`src/rtl/instr_encoder_loader_if.sv`:
```
// Request and instruction-memory write channels of the program loader.
// The loader itself connects through the slave modport; the boot host / bench through master.
interface instr_encoder_loader_if #(
   parameter int ADDR_W = 10
) ();
   logic              in_valid;
   logic              in_ready;
   logic [4:0]        in_mnem;
   logic [4:0]        in_rs;
   logic [4:0]        in_rt;
   logic [4:0]        in_rd;
   logic [4:0]        in_shamt;
   logic [31:0]       in_imm;
   logic              im_we;
   logic              im_ready;
   logic [ADDR_W-1:0] im_addr;
   logic [31:0]       im_wdata;

   modport master (
      output in_valid, in_mnem, in_rs, in_rt, in_rd, in_shamt, in_imm, im_ready,
      input  in_ready, im_we, im_addr, im_wdata
   );

   modport slave (
      input  in_valid, in_mnem, in_rs, in_rt, in_rd, in_shamt, in_imm, im_ready,
      output in_ready, im_we, im_addr, im_wdata
   );
endinterface

```
`src/rtl/instr_encoder_loader.sv`:
```
// Encodes mnemonic requests into 32-bit instruction words and streams them into instruction
// memory through a FIFO. Define ENCODER_IMM_CHECK_EN to range-check immediates (adds imm_err).
module instr_encoder_loader #(
   parameter int ADDR_W    = 10,
   parameter int BASE_ADDR = 0,
   parameter int DEPTH     = 4
) (
   input  logic                  clk,
   input  logic                  rst_n,
   input  logic                  start,
   instr_encoder_loader_if.slave bus,
   output logic [ADDR_W-2:0]     word_count,
   output logic                  mem_full,
   output logic                  err_illegal,
`ifdef ENCODER_IMM_CHECK_EN
   output logic                  imm_err,
`endif
   output logic                  busy
);
   localparam int PTR_W = $clog2(DEPTH);
   localparam int CAP_I = ((1 << ADDR_W) - BASE_ADDR) / 4;
   localparam logic [ADDR_W-2:0] CAP = (ADDR_W-1)'(CAP_I);

   logic [31:0]       enc_word;
   logic              enc_legal;
   logic              imm_bad;
   logic              accept;
   logic              push;
   logic              pop;
   logic [31:0]       fifo_mem [DEPTH];
   logic [PTR_W-1:0]  wr_ptr;
   logic [PTR_W-1:0]  rd_ptr;
   logic [PTR_W:0]    fifo_cnt;
   logic              fifo_full;
   logic              fifo_empty;
   logic [ADDR_W-1:0] addr;
   logic [ADDR_W-2:0] acc_cnt;
   logic [ADDR_W-2:0] acc_next;

   function automatic logic [31:0] r_word(input logic [4:0] rs, input logic [4:0] rt,
                                          input logic [4:0] rd, input logic [4:0] sh,
                                          input logic [5:0] func);
      return {6'h03, rs, rt, rd, sh, func};
   endfunction

   function automatic logic [31:0] i_word(input logic [5:0] op, input logic [4:0] rs,
                                          input logic [4:0] rt, input logic [15:0] imm);
      return {op, rs, rt, imm};
   endfunction

   // Mnemonic to instruction word, mirroring the control unit's opcode/func decode
   always_comb begin
      enc_word  = 32'h0;
      enc_legal = 1'b1;
      case (bus.in_mnem)
         5'd0:  enc_word = r_word(bus.in_rs, bus.in_rt, bus.in_rd, bus.in_shamt, 6'h20);
         5'd1:  enc_word = r_word(bus.in_rs, bus.in_rt, bus.in_rd, bus.in_shamt, 6'h24);
         5'd2:  enc_word = r_word(bus.in_rs, bus.in_rt, bus.in_rd, bus.in_shamt, 6'h27);
         5'd3:  enc_word = r_word(bus.in_rs, bus.in_rt, bus.in_rd, bus.in_shamt, 6'h25);
         5'd4:  enc_word = r_word(bus.in_rs, bus.in_rt, bus.in_rd, bus.in_shamt, 6'h2A);
         5'd5:  enc_word = r_word(bus.in_rs, bus.in_rt, bus.in_rd, bus.in_shamt, 6'h2B);
         5'd6:  enc_word = r_word(bus.in_rs, bus.in_rt, bus.in_rd, bus.in_shamt, 6'h00);
         5'd7:  enc_word = r_word(bus.in_rs, bus.in_rt, bus.in_rd, bus.in_shamt, 6'h02);
         5'd8:  enc_word = r_word(bus.in_rs, bus.in_rt, bus.in_rd, bus.in_shamt, 6'h22);
         5'd9:  enc_word = r_word(bus.in_rs, 5'd0, 5'd0, 5'd0, 6'h08);
         5'd10: enc_word = r_word(bus.in_rs, bus.in_rt, bus.in_rd, 5'd0, 6'h21);
         5'd11: enc_word = r_word(bus.in_rs, 5'd0, bus.in_rd, 5'd0, 6'h13);
         5'd12: enc_word = {6'h02, bus.in_imm[27:2]};
         5'd13: enc_word = {6'h07, bus.in_imm[27:2]};
         5'd14: enc_word = i_word(6'h09, bus.in_rs, bus.in_rt, bus.in_imm[15:0]);
         5'd15: enc_word = i_word(6'h0C, bus.in_rs, bus.in_rt, bus.in_imm[15:0]);
         5'd16: enc_word = i_word(6'h05, bus.in_rs, bus.in_rt, bus.in_imm[15:0]);
         5'd17: enc_word = i_word(6'h04, bus.in_rs, bus.in_rt, bus.in_imm[15:0]);
         5'd18: enc_word = i_word(6'h22, bus.in_rs, bus.in_rt, bus.in_imm[15:0]);
         5'd19: enc_word = i_word(6'h0F, 5'd0, bus.in_rt, bus.in_imm[15:0]);
         5'd20: enc_word = i_word(6'h12, bus.in_rs, bus.in_rt, bus.in_imm[15:0]);
         5'd21: enc_word = i_word(6'h0E, bus.in_rs, bus.in_rt, bus.in_imm[15:0]);
         5'd22: enc_word = i_word(6'h28, bus.in_rs, bus.in_rt, bus.in_imm[15:0]);
         5'd23: enc_word = i_word(6'h2B, bus.in_rs, bus.in_rt, bus.in_imm[15:0]);
         default: enc_legal = 1'b0;
      endcase
   end

`ifdef ENCODER_IMM_CHECK_EN
   // Reject immediates that would not survive the truncation into the instruction field
   always_comb begin
      imm_bad = 1'b0;
      case (bus.in_mnem)
         5'd14, 5'd16, 5'd17, 5'd18, 5'd20, 5'd22, 5'd23:
            imm_bad = !((&bus.in_imm[31:15]) || !(|bus.in_imm[31:15]));
         5'd15, 5'd19, 5'd21:
            imm_bad = |bus.in_imm[31:16];
         5'd12, 5'd13:
            imm_bad = (|bus.in_imm[1:0]) || (|bus.in_imm[31:28]);
         default:
            imm_bad = 1'b0;
      endcase
   end
`else
   logic unused_imm_bits;
   assign imm_bad         = 1'b0;
   assign unused_imm_bits = ^bus.in_imm[31:28];
`endif

   assign fifo_full    = (fifo_cnt == (PTR_W+1)'(DEPTH));
   assign fifo_empty   = (fifo_cnt == '0);
   assign bus.in_ready = !fifo_full && !mem_full && !start;
   assign accept       = bus.in_valid && bus.in_ready;
   assign push         = accept && enc_legal && !imm_bad;
   assign pop          = bus.im_we && bus.im_ready;
   assign bus.im_we    = !fifo_empty;
   assign bus.im_wdata = fifo_mem[rd_ptr];
   assign bus.im_addr  = addr;
   assign busy         = !fifo_empty;
   assign acc_next     = acc_cnt + (ADDR_W-1)'(1);

   // FIFO storage; the head entry drives im_wdata directly (first-word-fall-through)
   always_ff @(posedge clk) begin
      if (!rst_n) begin
         for (int i = 0; i < DEPTH; i++) begin
            fifo_mem[i] <= 32'h0;
         end
      end else if (push) begin
         fifo_mem[wr_ptr] <= enc_word;
      end
   end

   // FIFO pointers; start discards anything still queued
   always_ff @(posedge clk) begin
      if (!rst_n || start) begin
         wr_ptr   <= '0;
         rd_ptr   <= '0;
         fifo_cnt <= '0;
      end else begin
         if (push) begin
            wr_ptr <= wr_ptr + PTR_W'(1);
         end
         if (pop) begin
            rd_ptr <= rd_ptr + PTR_W'(1);
         end
         case ({push, pop})
            2'b10:   fifo_cnt <= fifo_cnt + (PTR_W+1)'(1);
            2'b01:   fifo_cnt <= fifo_cnt - (PTR_W+1)'(1);
            default: fifo_cnt <= fifo_cnt;
         endcase
      end
   end

   // Write address, progress counters and sticky flags
   always_ff @(posedge clk) begin
      if (!rst_n || start) begin
         addr        <= ADDR_W'(BASE_ADDR);
         word_count  <= '0;
         acc_cnt     <= '0;
         mem_full    <= 1'b0;
         err_illegal <= 1'b0;
`ifdef ENCODER_IMM_CHECK_EN
         imm_err     <= 1'b0;
`endif
      end else begin
         if (pop) begin
            addr       <= addr + ADDR_W'(4);
            word_count <= word_count + (ADDR_W-1)'(1);
         end
         if (push) begin
            acc_cnt <= acc_next;
            if (acc_next == CAP) begin
               mem_full <= 1'b1;
            end
         end
         if (accept && !enc_legal) begin
            err_illegal <= 1'b1;
         end
`ifdef ENCODER_IMM_CHECK_EN
         if (accept && enc_legal && imm_bad) begin
            imm_err <= 1'b1;
         end
`endif
      end
   end
endmodule

```
`src/flat_wrapper.sv`:
```
// flat-port wrapper written by rule: the top's interface ports become plain ports
module instr_encoder_loader_flat 
#(
   parameter int ADDR_W    = 10,
   parameter int BASE_ADDR = 0,
   parameter int DEPTH     = 4
)
  (clk, rst_n, start, word_count, mem_full, err_illegal, busy, bus_in_valid, bus_in_mnem, bus_in_rs, bus_in_rt, bus_in_rd, bus_in_shamt, bus_in_imm, bus_im_ready, bus_in_ready, bus_im_we, bus_im_addr, bus_im_wdata);
  instr_encoder_loader_if #(.ADDR_W(ADDR_W)) bus_i ();
  input  logic clk;
  input  logic rst_n;
  input  logic start;
  output logic [ADDR_W-2:0] word_count;
  output logic mem_full;
  output logic err_illegal;
  output logic busy;
  input wire logic [$bits(bus_i.in_valid)-1:0] bus_in_valid;
  input wire logic [$bits(bus_i.in_mnem)-1:0] bus_in_mnem;
  input wire logic [$bits(bus_i.in_rs)-1:0] bus_in_rs;
  input wire logic [$bits(bus_i.in_rt)-1:0] bus_in_rt;
  input wire logic [$bits(bus_i.in_rd)-1:0] bus_in_rd;
  input wire logic [$bits(bus_i.in_shamt)-1:0] bus_in_shamt;
  input wire logic [$bits(bus_i.in_imm)-1:0] bus_in_imm;
  input wire logic [$bits(bus_i.im_ready)-1:0] bus_im_ready;
  output wire logic [$bits(bus_i.in_ready)-1:0] bus_in_ready;
  output wire logic [$bits(bus_i.im_we)-1:0] bus_im_we;
  output wire logic [$bits(bus_i.im_addr)-1:0] bus_im_addr;
  output wire logic [$bits(bus_i.im_wdata)-1:0] bus_im_wdata;
  assign bus_i.in_valid = bus_in_valid;
  assign bus_i.in_mnem = bus_in_mnem;
  assign bus_i.in_rs = bus_in_rs;
  assign bus_i.in_rt = bus_in_rt;
  assign bus_i.in_rd = bus_in_rd;
  assign bus_i.in_shamt = bus_in_shamt;
  assign bus_i.in_imm = bus_in_imm;
  assign bus_i.im_ready = bus_im_ready;
  assign bus_in_ready = bus_i.in_ready;
  assign bus_im_we = bus_i.im_we;
  assign bus_im_addr = bus_i.im_addr;
  assign bus_im_wdata = bus_i.im_wdata;
  instr_encoder_loader #(.ADDR_W(ADDR_W), .BASE_ADDR(BASE_ADDR), .DEPTH(DEPTH)) u_core (.clk(clk), .rst_n(rst_n), .start(start), .bus(bus_i), .word_count(word_count), .mem_full(mem_full), .err_illegal(err_illegal), .busy(busy));
endmodule
```
`config.mk`:
```
export PLATFORM = sky130hd
export DESIGN_NAME = instr_encoder_loader_flat
export DESIGN_NICKNAME = d
export VERILOG_FILES = /design/src/rtl/instr_encoder_loader_if.sv /design/src/rtl/instr_encoder_loader.sv /design/src/flat_wrapper.sv
export SDC_FILE = /design/constraint.sdc
export NUM_CORES = 1
export LEC_CHECK = 0
export CORE_MARGIN = 2
export CORE_UTILIZATION = 40
export DETAILED_ROUTE_END_ITERATION = 8
export PLACE_DENSITY = 0.63
export SYNTH_ARGS = -nofsm -noshare
export SYNTH_HDL_FRONTEND = slang
export SYNTH_SLANG_ARGS = --single-unit
```
`constraint.sdc`:
```
create_clock -name clk -period 3.8 [get_ports clk]
set_input_delay 0.57 -clock clk [delete_from_list [all_inputs] [get_ports clk]]
set_output_delay 0.57 -clock clk [all_outputs]
set_load 0.01 [all_outputs]
```
* Yosys cells after proc, flatten, opt, wreduce, memory -nomap -nowiden
Memories as Yosys holds them, arrays and structs flattened. A register that Yosys moved wholly into a read port is not among the register bits. Index checks and enable logic that the tools add are counted.
Word-level totals: register bits after elaboration 37, memory bits (writable) 128, input bits 62, output and inout bits 56, memories 1
Memory list:
- u_core.fifo_mem | depth 4, width 32, read ports 1, clocked after memory_dff 1, wr ports 4, RTL line instr_encoder_loader.sv:30 | logic [31:0] fifo_mem [DEPTH];
Operators by class: $add $sub $neg 7, eq/ne operators 27, muxes and demuxes 12, reduce and logical (&&, ||, !) cells 19
Operator list (number):
- one-hot mux 32 bit (24 select lines) | 1
- equality test 5 x 4 -> 1 bit, second input constant | 8
- equality test 5 bit, second input constant | 8
- 2-to-1 mux 32 bit | 1
- OR reduction 32 bit | 1
- OR reduction 24 bit | 1
- equality test 5 x 3 -> 1 bit, second input constant | 4
- adder 9 x 1 -> 9 bit, second input constant | 2
- adder 10 x 3 -> 10 bit, second input constant | 1
- equality test 5 x 2 -> 1 bit, second input constant | 2
- equality test 9 bit, second input constant | 1
- logical AND 1 bit | 6
- logical NOT 1 bit | 6
- 2-to-1 mux 1 bit | 6
- 2-to-1 mux 2 bit | 3
- one-hot mux 3 bit (2 select lines) | 1
- equality test 5 x 1 -> 1 bit, second input constant | 1
- logical NOT 5 bit | 1
- adder 2 x 1 -> 2 bit, second input constant | 2
- adder 3 x 1 -> 3 bit, second input constant | 1
- equality test 3 bit, second input constant | 1
- logical NOT 3 bit | 1
- subtractor 3 x 1 -> 3 bit, second input constant | 1
- equality test 2 x 1 -> 1 bit, second input constant | 1
- 4 further kinds | 4

* Logic depth before layout (Yosys ltp)
word-level depth 11, gate-level depth with buffers 11, mapped depth without buffers 9

* Worst setup path after synthesis
Ideal clock, no wire load.
kind input -> register, from input port start, to memory u_core.fifo_mem[3][0], enable pin, library setup time 466 ps, arrival time 3243 ps, data required time 3334 ps, slack 91 ps, cell stages on the path 3, buffers on the path 0, cell sequence nor3b_4 > nand4_1 > o21ai_0
RTL lines:
- start: declaration | RTL line flat_wrapper.sv:12 | input logic start;
- end: declaration | RTL line instr_encoder_loader.sv:30

==> results.txt <==
WL final: 18500 µm
H-tree levels: 4
Fin cells: 973
Worst EP required: 3.23 ns
Number of instances in the synthesized netlist: 624
Hold Fails Final Rpt: 0
Nets@finish: 794
Boundary Pins: 118
Clock Skews: 0.00907 ns
Startpoint types: register
Clk root buf: clkbuf_16
RePlAce Congestion: 0.774
Post-Synthesis Cell Area: 7650 µm²
Vias: 5434
Routed Antenna Nets: 0
Seq/Total Area, Yosys: 59.9%
Slew headroom: 31.6%
Vias in the first global route: 5528
Final Hold Slack: 0.506 ns
Die X-Extent: 142 µm
Design area: 9560 µm²
Measured slew at the worst slew-check pin: 1.02 ns
Die area: 20300 µm²
Finish-stage setup viols: 0
# fillers: 1643
Ys Warns: 0
Max FO, Critical Path: 19
EDFF count, synth: 128
Netlist cell types: 58
Share of layout cells above drive strength 1: 12.0%
Final Max Tran Viols: 0
Slowest stage delay, CP: 0.71 ns
Rows: 50
Post-CTS setup buffers: 0
Congestion Overflow GR: 0
Via-per-instance ratio: 5.58
DP HPWL: 11600 µm
First-pass GRT wire length: 28500 µm
N_diodes: 0
TritonCTS clock tree: built
Initial antenna violation count: 0
Cell count after placement: 941
Top FF cell, synth: edfxtp_1
RSZ-0062 raised after global routing: false
Largest net degree at the start of global routing: 34
Fin crit period: 3.05 ns
Overall power: 4040 µW
DR pass1 iterations: 5
Setup Crit Path Kind: register to output port
# DRC: 0
Max cap viols: 0
Post-synth ARST share: 0%
Longest Clk Path Bufs: 2
Clk slew on worst S/H paths: 0.07 ns
LEAKAGE: 0.00328 µW
CTS Buf Count: 17
Worst VDD drop: 0.000323 V
Global Route Usage Sum: 18.6%
Power per cell area: 422 nW/µm²
Clock net sink count: 165
Iteration-0 DRC Markers: 405
Initial Utilization: 40.8%
HP Class: register to register
Worst-path cell chain: buf_12 > mux4_2 > clkdlybuf4s50_1
Average size of a mapped cell: 12.3 µm²
Synth top area cells: edfxtp_1 (50%), dfxtp_1 (9.7%), mux4_2 (9.4%)
Area added between synthesis and finish: 25.0%
Final setup TNS: 0 ns
CTS-repair resized insts: 0
IO Port Bufs: 111
Avg WL per Cell: 19.0 µm
F_max: 327 MHz
CTS Hold Bufs: 0
Critical path endpoint category: output port
Core ar.: 18800 µm²
Outcome: complete, no violations
Placed cell area: 8990 µm²
Area share of the largest cell type after synthesis: 50.2%
Worst-skew pair later-pin latency: 0.42 ns
CP Data Arrival Time: 2.48 ns
Slowest CP cell: dfxtp_2
Yosys top cell by area: edfxtp_1
Fin crit share: 80.4%
Die Y: 142 µm
Synthesized flop and latch total: 165
[cell families after synthesis]
| kind of cell | share of synthesized area, % |
|---|---|
| xor gates and xnor gates | 2.52 |
| adders and majority gates | 1.34 |
| DFF | 59.9 |
| and+or+nand+nor | 15.2 |
| other | 0.0490 |
| muxes | 9.56 |
| buffers and inverters | 3.56 |
| AOI/OAI and AO/OA | 7.83 |
[path summary, 6_finish.rpt]
check / startpoint / to / slack (ns) / cells past startpoint
worst max register to register: u_core.fifo_cnt[2] / u_core.fifo_cnt[2] / 1.08 / 9
worst max-delay path: register / bus_im_wdata[15] / 0.75 / 3
worst min-delay path: u_core.wr_ptr[1] / u_core.wr_ptr[1] / 0.51 / 2
worst min register to register: u_core.wr_ptr[1] / u_core.wr_ptr[1] / 0.51 / 2
[report_power, final]
part	internal, µW	switching [µW]	total (µW)	leakage [µW]
sequential	2000	17.3	2020	0.00163
clock	920	742	1660	0.000278
combinational	168	190	358	0.00137
total	3090	949	4040	0.00328
[metrics by stage]
stage                     setup WS, ns  util, %
after detailed placement         0.565     47.9
after floorplan                 0.0913        -
final                            0.746     51.0
after global routing             0.580     51.0
after CTS                        0.662     51.0
after global placement           0.638     47.9
[sequential cells by signal (all words and copies together), names as in the netlist, named ones only]
name                flops
u_core.word_count       9
u_core.acc_cnt          9
u_core.fifo_cnt         3
u_core.rd_ptr           2
u_core.mem_full         1
u_core.wr_ptr           2
u_core.bus.im_addr      8
u_core.err_illegal      1
u_core.fifo_mem       128
[cells in the final DEF, fill, tap and decap left out, types with 7 or more instances in the layout]
master and instances:
or3_1 10, buf_4 17, nand3_1 9, clkdlybuf4s50_1 111
dfxtp_1 36, nor2_1 153, a21oi_1 15, inv_1 11
o21ai_0 10, nand4_1 10, mux4_2 32, edfxtp_1 128
nand2_1 28, a32oi_1 7, xor2_1 11, clkbuf_16 17
a22oi_1 8, xnor2_1 11
[layer usage]
metal | track usage [%] | up-vias | wire, µm
li1 | - | 2520 | -
met4 | 5.84 | 0 | 204
met3 | 4.21 | 23 | 1150
met2 | 31.7 | 180 | 9200
met5 | 0 | - | 0
met1 | 23.7 | 2711 | 7960
[worst max-delay path, delay by kind of cell, from the launching register on]
family | cells | cell delay, ns
multiplexers | 1 | 0.56
buffers and inverters | 2 | 0.78
flip-flops | 1 | 0.71
[synthesized netlist by cell type, types with 4 or more instances]
master / number
nor2b_1: 6
xor2_1: 11
nor4_1: 4
xnor2_1: 11
ha_1: 5
dfxtp_1: 37
mux4_2: 32
buf_2: 23
inv_1: 11
o21ai_0: 11
nand2_1: 28
and2_1: 4
a21oi_1: 15
nand3_1: 9
edfxtp_1: 128
a21boi_0: 6
nand2b_1: 4
nand4_1: 10
a222oi_1: 6
or3_1: 10
buf_4: 4
nand3b_1: 4
a22oi_1: 8
nor3_1: 5
a311oi_1: 5
o211ai_1: 5
a32oi_1: 7
or4_1: 4
clkbuf_1: 16
nor2_1: 153
[area by class of cell]
type / count / area (µm²) / share of cell area (%)
Sequential cell: 165 / 4590 / 47.9
Multi-Input combinational cell: 401 / 2810 / 29.4
Timing Repair Buffer: 129 / 1260 / 13.2
Clock buffer: 17 / 425 / 4.45
Tap cell: 234 / 293 / 3.06
Clock inverter: 15 / 145 / 1.52
Inverter: 12 / 45.0 / 0.471
No activity file was read; power rests on OpenSTA's default activity.
